$ cat config.mk
export PLATFORM = sky130hd
export DESIGN_NAME = tetris_move_scheduler_flat
export DESIGN_NICKNAME = d
export VERILOG_FILES = /design/src/rtl/tetris_move_scheduler_if.sv /design/src/rtl/tetris_move_scheduler.sv /design/src/flat_wrapper.sv
export SDC_FILE = /design/constraint.sdc
export NUM_CORES = 1
export LEC_CHECK = 0
export CORE_ASPECT_RATIO = 1.75
export CORE_MARGIN = 2
export CORE_UTILIZATION = 50
export DETAILED_ROUTE_END_ITERATION = 16
export PLACE_DENSITY = 0.76
export REMOVE_ABC_BUFFERS = 1
export SLEW_MARGIN = 0
export SYNTH_ARGS = -nofsm -noshare
export SYNTH_HDL_FRONTEND = slang
export SYNTH_SLANG_ARGS = --single-unit
$ cat constraint.sdc
create_clock -name clk -period 3.15 [get_ports clk]
set_input_delay 0.4725 -clock clk [delete_from_list [all_inputs] [get_ports clk]]
set_output_delay 0.4725 -clock clk [all_outputs]
set_load 0.01 [all_outputs]
$ cat src/rtl/tetris_move_scheduler_if.sv
// Command channel between the move scheduler and the board executor.
//   cmd_valid : a command is offered (driven by the scheduler)
//   cmd       : 3-bit command code (0 NONE, 1 LEFT, 2 RIGHT, 3 ROTATE,
//               4 DOWN, 5 LOCK, 6 SPAWN)
//   cmd_ready : the board takes the command when cmd_valid && cmd_ready
interface tetris_move_scheduler_if;
    logic       cmd_valid;
    logic [2:0] cmd;
    logic       cmd_ready;

    modport master (output cmd_valid, output cmd, input cmd_ready);
    modport slave  (input cmd_valid, input cmd, output cmd_ready);
endinterface

$ cat src/rtl/tetris_move_scheduler.sv
// Falling-piece sequencing controller. It merges gravity ticks and player
// requests into a single serialized command stream. It also runs spawn,
// lock delay, line clear and game over.
//   clk, reset (async, active-low)
//   start, move, moveFast, soft_drop, left, right, rotate : request pulses/levels
//   blocked_down, spawn_blocked, clear_done               : board status
//   cmd_bus (master)                                      : command handshake
//   game_over, state_o                                    : status outputs
module tetris_move_scheduler #(
    parameter int LOCK_TICKS = 2
) (
    input  logic                           clk,
    input  logic                           reset,
    input  logic                           start,
    input  logic                           move,
    input  logic                           moveFast,
    input  logic                           soft_drop,
    input  logic                           left,
    input  logic                           right,
    input  logic                           rotate,
    input  logic                           blocked_down,
    input  logic                           spawn_blocked,
    input  logic                           clear_done,
    tetris_move_scheduler_if.master        cmd_bus,
    output logic                           game_over,
    output logic [2:0]                     state_o
);

    typedef enum logic [2:0] {
        S_IDLE      = 3'd0,
        S_SPAWN     = 3'd1,
        S_FALL      = 3'd2,
        S_LOCK_WAIT = 3'd3,
        S_LOCK      = 3'd4,
        S_CLEAR     = 3'd5,
        S_OVER      = 3'd6
    } state_t;

    localparam logic [2:0] CMD_NONE   = 3'd0;
    localparam logic [2:0] CMD_LEFT   = 3'd1;
    localparam logic [2:0] CMD_RIGHT  = 3'd2;
    localparam logic [2:0] CMD_ROTATE = 3'd3;
    localparam logic [2:0] CMD_DOWN   = 3'd4;
    localparam logic [2:0] CMD_LOCK   = 3'd5;
    localparam logic [2:0] CMD_SPAWN  = 3'd6;

    // Pending flag bit positions.
    localparam int F_LEFT = 0;
    localparam int F_RIGHT = 1;
    localparam int F_ROT = 2;
    localparam int F_GRAV = 3;

    state_t     state;
    logic [3:0] flags;
    logic [3:0] lock_cnt;
    logic       cmd_valid_q;
    logic [2:0] cmd_q;

    logic       grav_evt;
    logic       accept;
    logic       in_play;
    logic [3:0] flag_set;
    logic [3:0] flag_clr;
    logic [3:0] flags_nxt;

    assign cmd_bus.cmd_valid = cmd_valid_q;
    assign cmd_bus.cmd       = cmd_q;
    assign state_o           = 3'(state);

    always_comb begin
        grav_evt = move | (moveFast & soft_drop);
        accept   = cmd_valid_q & cmd_bus.cmd_ready;
        in_play  = (state == S_FALL) || (state == S_LOCK_WAIT);
        flag_set = in_play ? {grav_evt, rotate, right, left} : 4'b0000;
        flag_clr = 4'b0000;
        if (accept) begin
            flag_clr[F_LEFT]  = (cmd_q == CMD_LEFT);
            flag_clr[F_RIGHT] = (cmd_q == CMD_RIGHT);
            flag_clr[F_ROT]   = (cmd_q == CMD_ROTATE);
            flag_clr[F_GRAV]  = (cmd_q == CMD_DOWN);
        end
        // A pulse on the clearing edge re-arms its flag.
        flags_nxt = (flags & ~flag_clr) | flag_set;
    end

    always_ff @(posedge clk or negedge reset) begin
        if (!reset) begin
            state       <= S_IDLE;
            flags       <= 4'b0000;
            lock_cnt    <= 4'd0;
            cmd_valid_q <= 1'b0;
            cmd_q       <= CMD_NONE;
            game_over   <= 1'b0;
        end else begin
            flags <= flags_nxt;
            if (accept) begin
                cmd_valid_q <= 1'b0;
                cmd_q       <= CMD_NONE;
            end
            case (state)
                S_IDLE: begin
                    if (start) begin
                        state       <= S_SPAWN;
                        flags       <= 4'b0000;
                        cmd_valid_q <= 1'b1;
                        cmd_q       <= CMD_SPAWN;
                    end
                end
                S_SPAWN: begin
                    if (accept) begin
                        flags <= 4'b0000;
                        if (spawn_blocked) begin
                            state     <= S_OVER;
                            game_over <= 1'b1;
                        end else begin
                            state <= S_FALL;
                        end
                    end
                end
                S_FALL, S_LOCK_WAIT: begin
                    if (accept && cmd_q == CMD_DOWN && state == S_LOCK_WAIT) begin
                        state <= S_FALL;
                    end else if (!cmd_valid_q) begin
                        if (flags[F_ROT]) begin
                            cmd_valid_q <= 1'b1;
                            cmd_q       <= CMD_ROTATE;
                        end else if (flags[F_LEFT]) begin
                            cmd_valid_q <= 1'b1;
                            cmd_q       <= CMD_LEFT;
                        end else if (flags[F_RIGHT]) begin
                            cmd_valid_q <= 1'b1;
                            cmd_q       <= CMD_RIGHT;
                        end else if (flags[F_GRAV]) begin
                            // blocked_down is sampled only here; an offered
                            // DOWN stays offered whatever the board does next.
                            if (!blocked_down) begin
                                cmd_valid_q <= 1'b1;
                                cmd_q       <= CMD_DOWN;
                            end else if (state == S_FALL) begin
                                flags    <= {grav_evt, flags_nxt[2:0]};
                                lock_cnt <= 4'(LOCK_TICKS - 1);
                                state    <= S_LOCK_WAIT;
                            end else if (lock_cnt == 4'd0) begin
                                state       <= S_LOCK;
                                flags       <= 4'b0000;
                                cmd_valid_q <= 1'b1;
                                cmd_q       <= CMD_LOCK;
                            end else begin
                                flags    <= {grav_evt, flags_nxt[2:0]};
                                lock_cnt <= lock_cnt - 4'd1;
                            end
                        end
                    end
                end
                S_LOCK: begin
                    if (accept) begin
                        state <= S_CLEAR;
                        flags <= 4'b0000;
                    end
                end
                S_CLEAR: begin
                    if (clear_done) begin
                        state       <= S_SPAWN;
                        flags       <= 4'b0000;
                        cmd_valid_q <= 1'b1;
                        cmd_q       <= CMD_SPAWN;
                    end
                end
                S_OVER: begin
                    flags <= 4'b0000;
                end
                default: begin
                    state <= S_IDLE;
                end
            endcase
        end
    end

endmodule

$ cat src/flat_wrapper.sv
// flat-port wrapper written by rule: the top's interface ports become plain ports
module tetris_move_scheduler_flat 
#(
    parameter int LOCK_TICKS = 2
)
  (clk, reset, start, move, moveFast, soft_drop, left, right, rotate, blocked_down, spawn_blocked, clear_done, game_over, state_o, cmd_bus_cmd_valid, cmd_bus_cmd, cmd_bus_cmd_ready);
  tetris_move_scheduler_if cmd_bus_i ();
  input  logic clk;
  input  logic reset;
  input  logic start;
  input  logic move;
  input  logic moveFast;
  input  logic soft_drop;
  input  logic left;
  input  logic right;
  input  logic rotate;
  input  logic blocked_down;
  input  logic spawn_blocked;
  input  logic clear_done;
  output logic game_over;
  output logic [2:0] state_o;
  output wire logic [$bits(cmd_bus_i.cmd_valid)-1:0] cmd_bus_cmd_valid;
  output wire logic [$bits(cmd_bus_i.cmd)-1:0] cmd_bus_cmd;
  input wire logic [$bits(cmd_bus_i.cmd_ready)-1:0] cmd_bus_cmd_ready;
  assign cmd_bus_cmd_valid = cmd_bus_i.cmd_valid;
  assign cmd_bus_cmd = cmd_bus_i.cmd;
  assign cmd_bus_i.cmd_ready = cmd_bus_cmd_ready;
  tetris_move_scheduler #(.LOCK_TICKS(LOCK_TICKS)) u_core (.clk(clk), .reset(reset), .start(start), .move(move), .moveFast(moveFast), .soft_drop(soft_drop), .left(left), .right(right), .rotate(rotate), .blocked_down(blocked_down), .spawn_blocked(spawn_blocked), .clear_done(clear_done), .cmd_bus(cmd_bus_i), .game_over(game_over), .state_o(state_o));
endmodule
* Word-level counts from Yosys, hierarchy flattened
Index checks and enable logic that the tools add are counted.
Widths: inputs -> output; s select.
** Operators by class
- Reduce and logical (&&, ||, !) cells :: 10
- Add/subtract/negate cells :: 1
- Bitwise gates (word level) :: 12
- Eq/ne operators :: 22
- Mux-type cells :: 58
** Operators by type and width (count)
- $mux 3 :: 26
- $mux 4 :: 16
- $pmux 4 s5 :: 1
- $pmux 3 s6 :: 1
- $eq 3x2->1 const B :: 4
- $eq 3x3->1 const B :: 4
- $mux 1 :: 12
- $ne 3x3->1 const B :: 4
- $reduce_and 12->1 :: 1
- $pmux 3 s3 :: 1
- $reduce_and 9->1 :: 1
- $eq 3x1->1 const B :: 2
- $ne 2x1->1 const B :: 3
- $not 1->1 :: 6
- $and 4x4->4 :: 1
- $logic_not 4->1 :: 1
- $ne 2x2->1 const B :: 2
- $ne 4x1->1 const B :: 1
- $not 4->4 :: 1
- $or 4x4->4 :: 1
- $reduce_or 2->1 :: 2
- $sub 4x1->4 const B :: 1
- $logic_not 3->1 :: 1
- $ne 3x1->1 const B :: 1
- 7 further kinds :: 9
** Word-level totals
- Logic and storage cells :: 109
- Input bits :: 13
- Output and inout bits :: 8
- Flip-flop bits (word level) :: 16

* Logic depth before layout (Yosys ltp)
- Depth after elaboration :: 15
- Mapped depth :: 7
- Gate-level depth less buffers :: 7

* Least setup slack after synthesis
Ideal clock, no wire load.
- Kind :: register -> register
- Start :: reg u_core.lock_cnt[0]
- End :: reg u_core.cmd_q[1] (netlist: u_core.cmd_bus.cmd[1])
- Clock period less this slack :: 1919 ps
- Library setup time :: 120 ps
- Data arrival time :: 1799 ps
- Required time :: 3030 ps
- Slack :: 1231 ps
- Stages on the path, launching flop included :: 8
- Buffers on the path :: 0
- Path through :: dfrtp_1 -> inv_1 -> ha_1 -> nor3b_2 -> a21boi_1 -> o21ai_0 -> a21o_1 -> a31o_2
** Between the ends
- Longest elaborated chain between the ends :: 11
** RTL lines
- from (decl) :: line tetris_move_scheduler.sv:55 : logic [3:0] lock_cnt;
- from (signal assigned) :: line tetris_move_scheduler.sv:141 : lock_cnt <= 4'(LOCK_TICKS - 1);
- from (signal assigned) :: line tetris_move_scheduler.sv:150 : lock_cnt <= lock_cnt - 4'd1;
- $logic_not 4->1 :: line tetris_move_scheduler.sv:143 : end else if (lock_cnt == 4'd0) begin
- $mux 3 :: line tetris_move_scheduler.sv:143
- $mux 3 :: line tetris_move_scheduler.sv:139 : end else if (state == S_FALL) begin
- $mux 3 :: line tetris_move_scheduler.sv:136 : if (!blocked_down) begin
- $mux 3 :: line tetris_move_scheduler.sv:133 : end else if (flags[F_GRAV]) begin
- $mux 3 :: line tetris_move_scheduler.sv:130 : end else if (flags[F_RIGHT]) begin
- $mux 3 :: line tetris_move_scheduler.sv:127 : end else if (flags[F_LEFT]) begin
- $mux 3 :: line tetris_move_scheduler.sv:124 : if (flags[F_ROT]) begin
- $mux 3 :: line tetris_move_scheduler.sv:123 : end else if (!cmd_valid_q) begin
- $mux 3 :: line tetris_move_scheduler.sv:121 : if (accept && cmd_q == CMD_DOWN && state == S_LOCK_WAIT) begin
- $pmux 3 s3 :: line tetris_move_scheduler.sv:100 : case (state)
- to (signal assigned) :: line tetris_move_scheduler.sv:98 : cmd_q <= CMD_NONE;
- to (signal assigned) :: line tetris_move_scheduler.sv:126 : cmd_q <= CMD_ROTATE;
- to (signal assigned) :: line tetris_move_scheduler.sv:129 : cmd_q <= CMD_LEFT;
- to (decl) :: line tetris_move_scheduler.sv:57 : logic [2:0] cmd_q;
Every way passes these cells.
A chain may end at the register's enable or synchronous reset.

* Worst setup path after layout
Ends and elaborated chain as after synthesis.

==> flow_metrics.tcl <==
set metrics [dict create \
    power_leakage_nw 0.573 \
    grt_antenna_before_repair 0 \
    diode_count 0 \
    synth.yosys.seq_area_share_pct 33.9 \
    hold_slack_ns 0.489 \
    hold_viol_final 0 \
    synth.ff_latch_count 16 \
    synth.lib_cells_used.distinct 49 \
    cts_buffers 3 \
    gpl.final_weighted_congestion 0.885 \
    total_power_w 0.00148 \
    number_of_gates_resized_after_cts 0 \
    syn_area_mm2 0.00118 \
    maximum_number_of_pins_on_one_net_before_global_route_repair 24 \
    first_global_vias 1109 \
    min_path_type "flop to flop" \
    initial_core_util_pct 52.0 \
    cts_post_setup_buffers_inserted 0 \
    status "complete, no violations" \
    place_worst_setup_slack_ns 0.874 \
    power.density_cell_area_mw_per_mm2 1030 \
    grt_usage_pct 24.8 \
    synth_async_sr_flop_share_pct 100 \
    std_cell_rows 23 \
    routed_wirelength_um 3010 \
    worstSetupEndpointType "flop" \
    drv_slew 0 \
    routed-via-count 1144 \
    layout_setup_ws_ns 0.932 \
    clk_root_buffer_cell "clkbuf_8" \
    rsz_0062_raised_after_global_routing "false" \
    routed_wire_length_per_instance_um 16.3 \
    slew_headroom_pct 50.7 \
    worst-setup-path-type "flop to flop" \
    worst_ep_required_time_ns 3.29 \
    layout.core_utilization_pct 63.0 \
    dieWidth_um 40.8 \
    io_buffers 20 \
    netlist.area_leader.share_pct 33.9 \
    design.core.area_mm2 0.00227 \
    synth_most_common_cell "dfrtp_1" \
    htree_levels 1 \
    path_max_fanout 6 \
    cpLargestDelayFamily "compound AO/OA/AOI/OAI gates" \
    die_area_mm2 0.00279 \
    synth_area_per_cell_um2 8.39 \
    synth-edff-count 0 \
    detail_route.drc_violations 0 \
    area_delta_synth_final_pct 21.1 \
    final_layout_size_suffix_gt1_share_pct 9.43 \
    top_level_ports 21 \
    hold_buffers 0 \
    fmax_ghz 0.451 \
    clk_pin_slew_ns 0.07 \
    netlist_top_cells_area "dfrtp_1 (34%), a21oi_1 (5.1%), o21ai_0 (4.7%), nor2_1 (4.4%), nand2_1 (4.1%)" \
    yosys.area.top_type "dfrtp_1" \
    timing.critical_path.from_type "flop" \
    clock_tree.buffer_depth 2 \
    cts_num_sinks 16 \
    ant_nets 0 \
    final_min_period_over_clock_period_pct 70.4 \
    aggregate_negative_setup_slack_ns 0 \
    routed_via_density 6.22 \
    dominantRegCellSynth "dfrtp_1" \
    final_setup_violation_count 0 \
    cpPeakStageDelay_ns 0.42 \
    postSynthCellCount 141 \
    tritoncts "done" \
    path_buf_inv 1 \
    nFillCells 221 \
    layout.nets 174 \
    insertion_delay_ns 0.25 \
    crit_path_cell_trace "inv_1 -> ha_1 -> nor3b_2 -> a21boi_1 -> o21ai_0 -> a21o_1 -> a31o_2" \
    synth.cells.most_frequent "dfrtp_1 (16), nor2_1 (14), nand2_1 (13), a21oi_1 (12), o21ai_0 (11)" \
    final.setup_skew_ns 0.00121 \
    drv_cap 0 \
    dieHeight_um 68.3 \
    drt_pass1_iterations 4 \
    cpMaxStageDelayCell "dfrtp_1" \
    final.min_clock_period_ns 2.22 \
    synth_warnings 0 \
    max_slew.worst_pin.slew_ns 0.738 \
    max-vdd-ir-drop_mv 0.544 \
    drt_first_iter_violations 44 \
    post-dp-hpwl_um 2260 \
    grt-ovfl-total 0 \
    arrival_ns 2.36 \
    grt_first_pass_wirelength_um 4910 \
]
==> logic make-up after synthesis <==
| logic type | Yosys count | share of synthesized area (%) |
|---|---|---|
| buffers and inverters | 14 | 6.03 |
| AOI/OAI and AO/OA | 54 | 32.4 |
| xor gates and xnor gates | 2 | 1.48 |
| and+or+nand+nor | 53 | 24.2 |
| adders and majority gates | 1 | 1.06 |
| DFF | 16 | 33.9 |
| muxes | 1 | 0.952 |
==> worst reg2reg max path, delay by kind of cell, from the launching register on <==
kind	cells	cell delay (ns)
compound gates	4	1.10
fa+ha+maj	1	0.19
simple gates	1	0.35
buf+inv	1	0.07
flops	1	0.42
==> stage by stage <==
stage	std cells	instance area (um^2)
floorplan	134	1140
global placement	180	1380
detailed placement	180	1380
CTS	184	1430
global route	184	1430
finish	184	1430
==> where the power goes <==
group / internal (W) / total, W / leakage, nW / switching (W)
clock network: 0.000111 / 0.000185 / 0.0288 / 0.0000745
registers: 0.000285 / 0.000478 / 0.202 / 0.000193
logic: 0.000410 / 0.000814 / 0.343 / 0.000404
==> per-layer routing <==
| layer | routed length, um | track usage (%) | up-vias |
|---|---|---|---|
| met5 | 0 | 0 | - |
| li1 | - | - | 558 |
| met2 | 1610 | 44.2 | 30 |
| met1 | 1270 | 28.5 | 552 |
| met3 | 99 | 3.90 | 4 |
| met4 | 34 | 7.50 | 0 |
==> state kept, by name, indices dropped and copies added (netlist names) <==
signal                    count
u_core.lock_cnt               4
u_core.cmd_bus.cmd_valid      1
u_core.game_over              1
u_core.cmd_bus.cmd            3
u_core.flags                  4
u_core.state_o                3
==> cell type report <==
cell class                 instances  area (um^2)  area share (%)
timing repair buffer              21          208            14.5
tap                               25         31.3            2.19
sequential                        16          400            28.0
clock buffer                       4         55.1            3.85
multi-input combinational        111          711            49.7
inverter                           7         26.3            1.84
==> path summary, 6_finish.rpt <==
| kind | startpoint | to | slack [ns] | cells after the start |
|---|---|---|---|---|
| setup / recovery | u_core.lock_cnt[0]$_DFFE_PN0P_ | u_core.cmd_bus.cmd[1]$_DFF_PN0_ | 0.93 | 7 |
| hold / removal | u_core.game_over$_DFFE_PN0P_ | u_core.game_over$_DFFE_PN0P_ | 0.49 | 1 |
| setup reg to reg | u_core.lock_cnt[0]$_DFFE_PN0P_ | u_core.cmd_bus.cmd[1]$_DFF_PN0_ | 0.93 | 7 |
| hold reg to reg | u_core.game_over$_DFFE_PN0P_ | u_core.game_over$_DFFE_PN0P_ | 0.49 | 1 |
| max in group asynchronous | reset | u_core.flags[0]$_DFF_PN0_ | 2.03 | 1 |
| min in group asynchronous | reset | u_core.lock_cnt[3]$_DFFE_PN0P_ | 0.66 | 1 |
==> cell usage in the layout, fill, tap and decap left out, types with 2 or more instances in the layout <==
master	n
dfrtp_1	16
clkbuf_8	4
nor2_1	14
nor3_1	2
a21o_1	2
o31ai_1	2
inv_1	7
a31o_2	3
o21ai_0	11
nand2_1	13
clkdlybuf4s50_1	20
nor3b_1	3
and2_1	2
o41ai_1	2
a31oi_1	3
nand3_1	6
o22ai_1	2
a21oi_1	12
nor2b_1	5
a22o_1	2
Power figures use the tool's default switching activity.
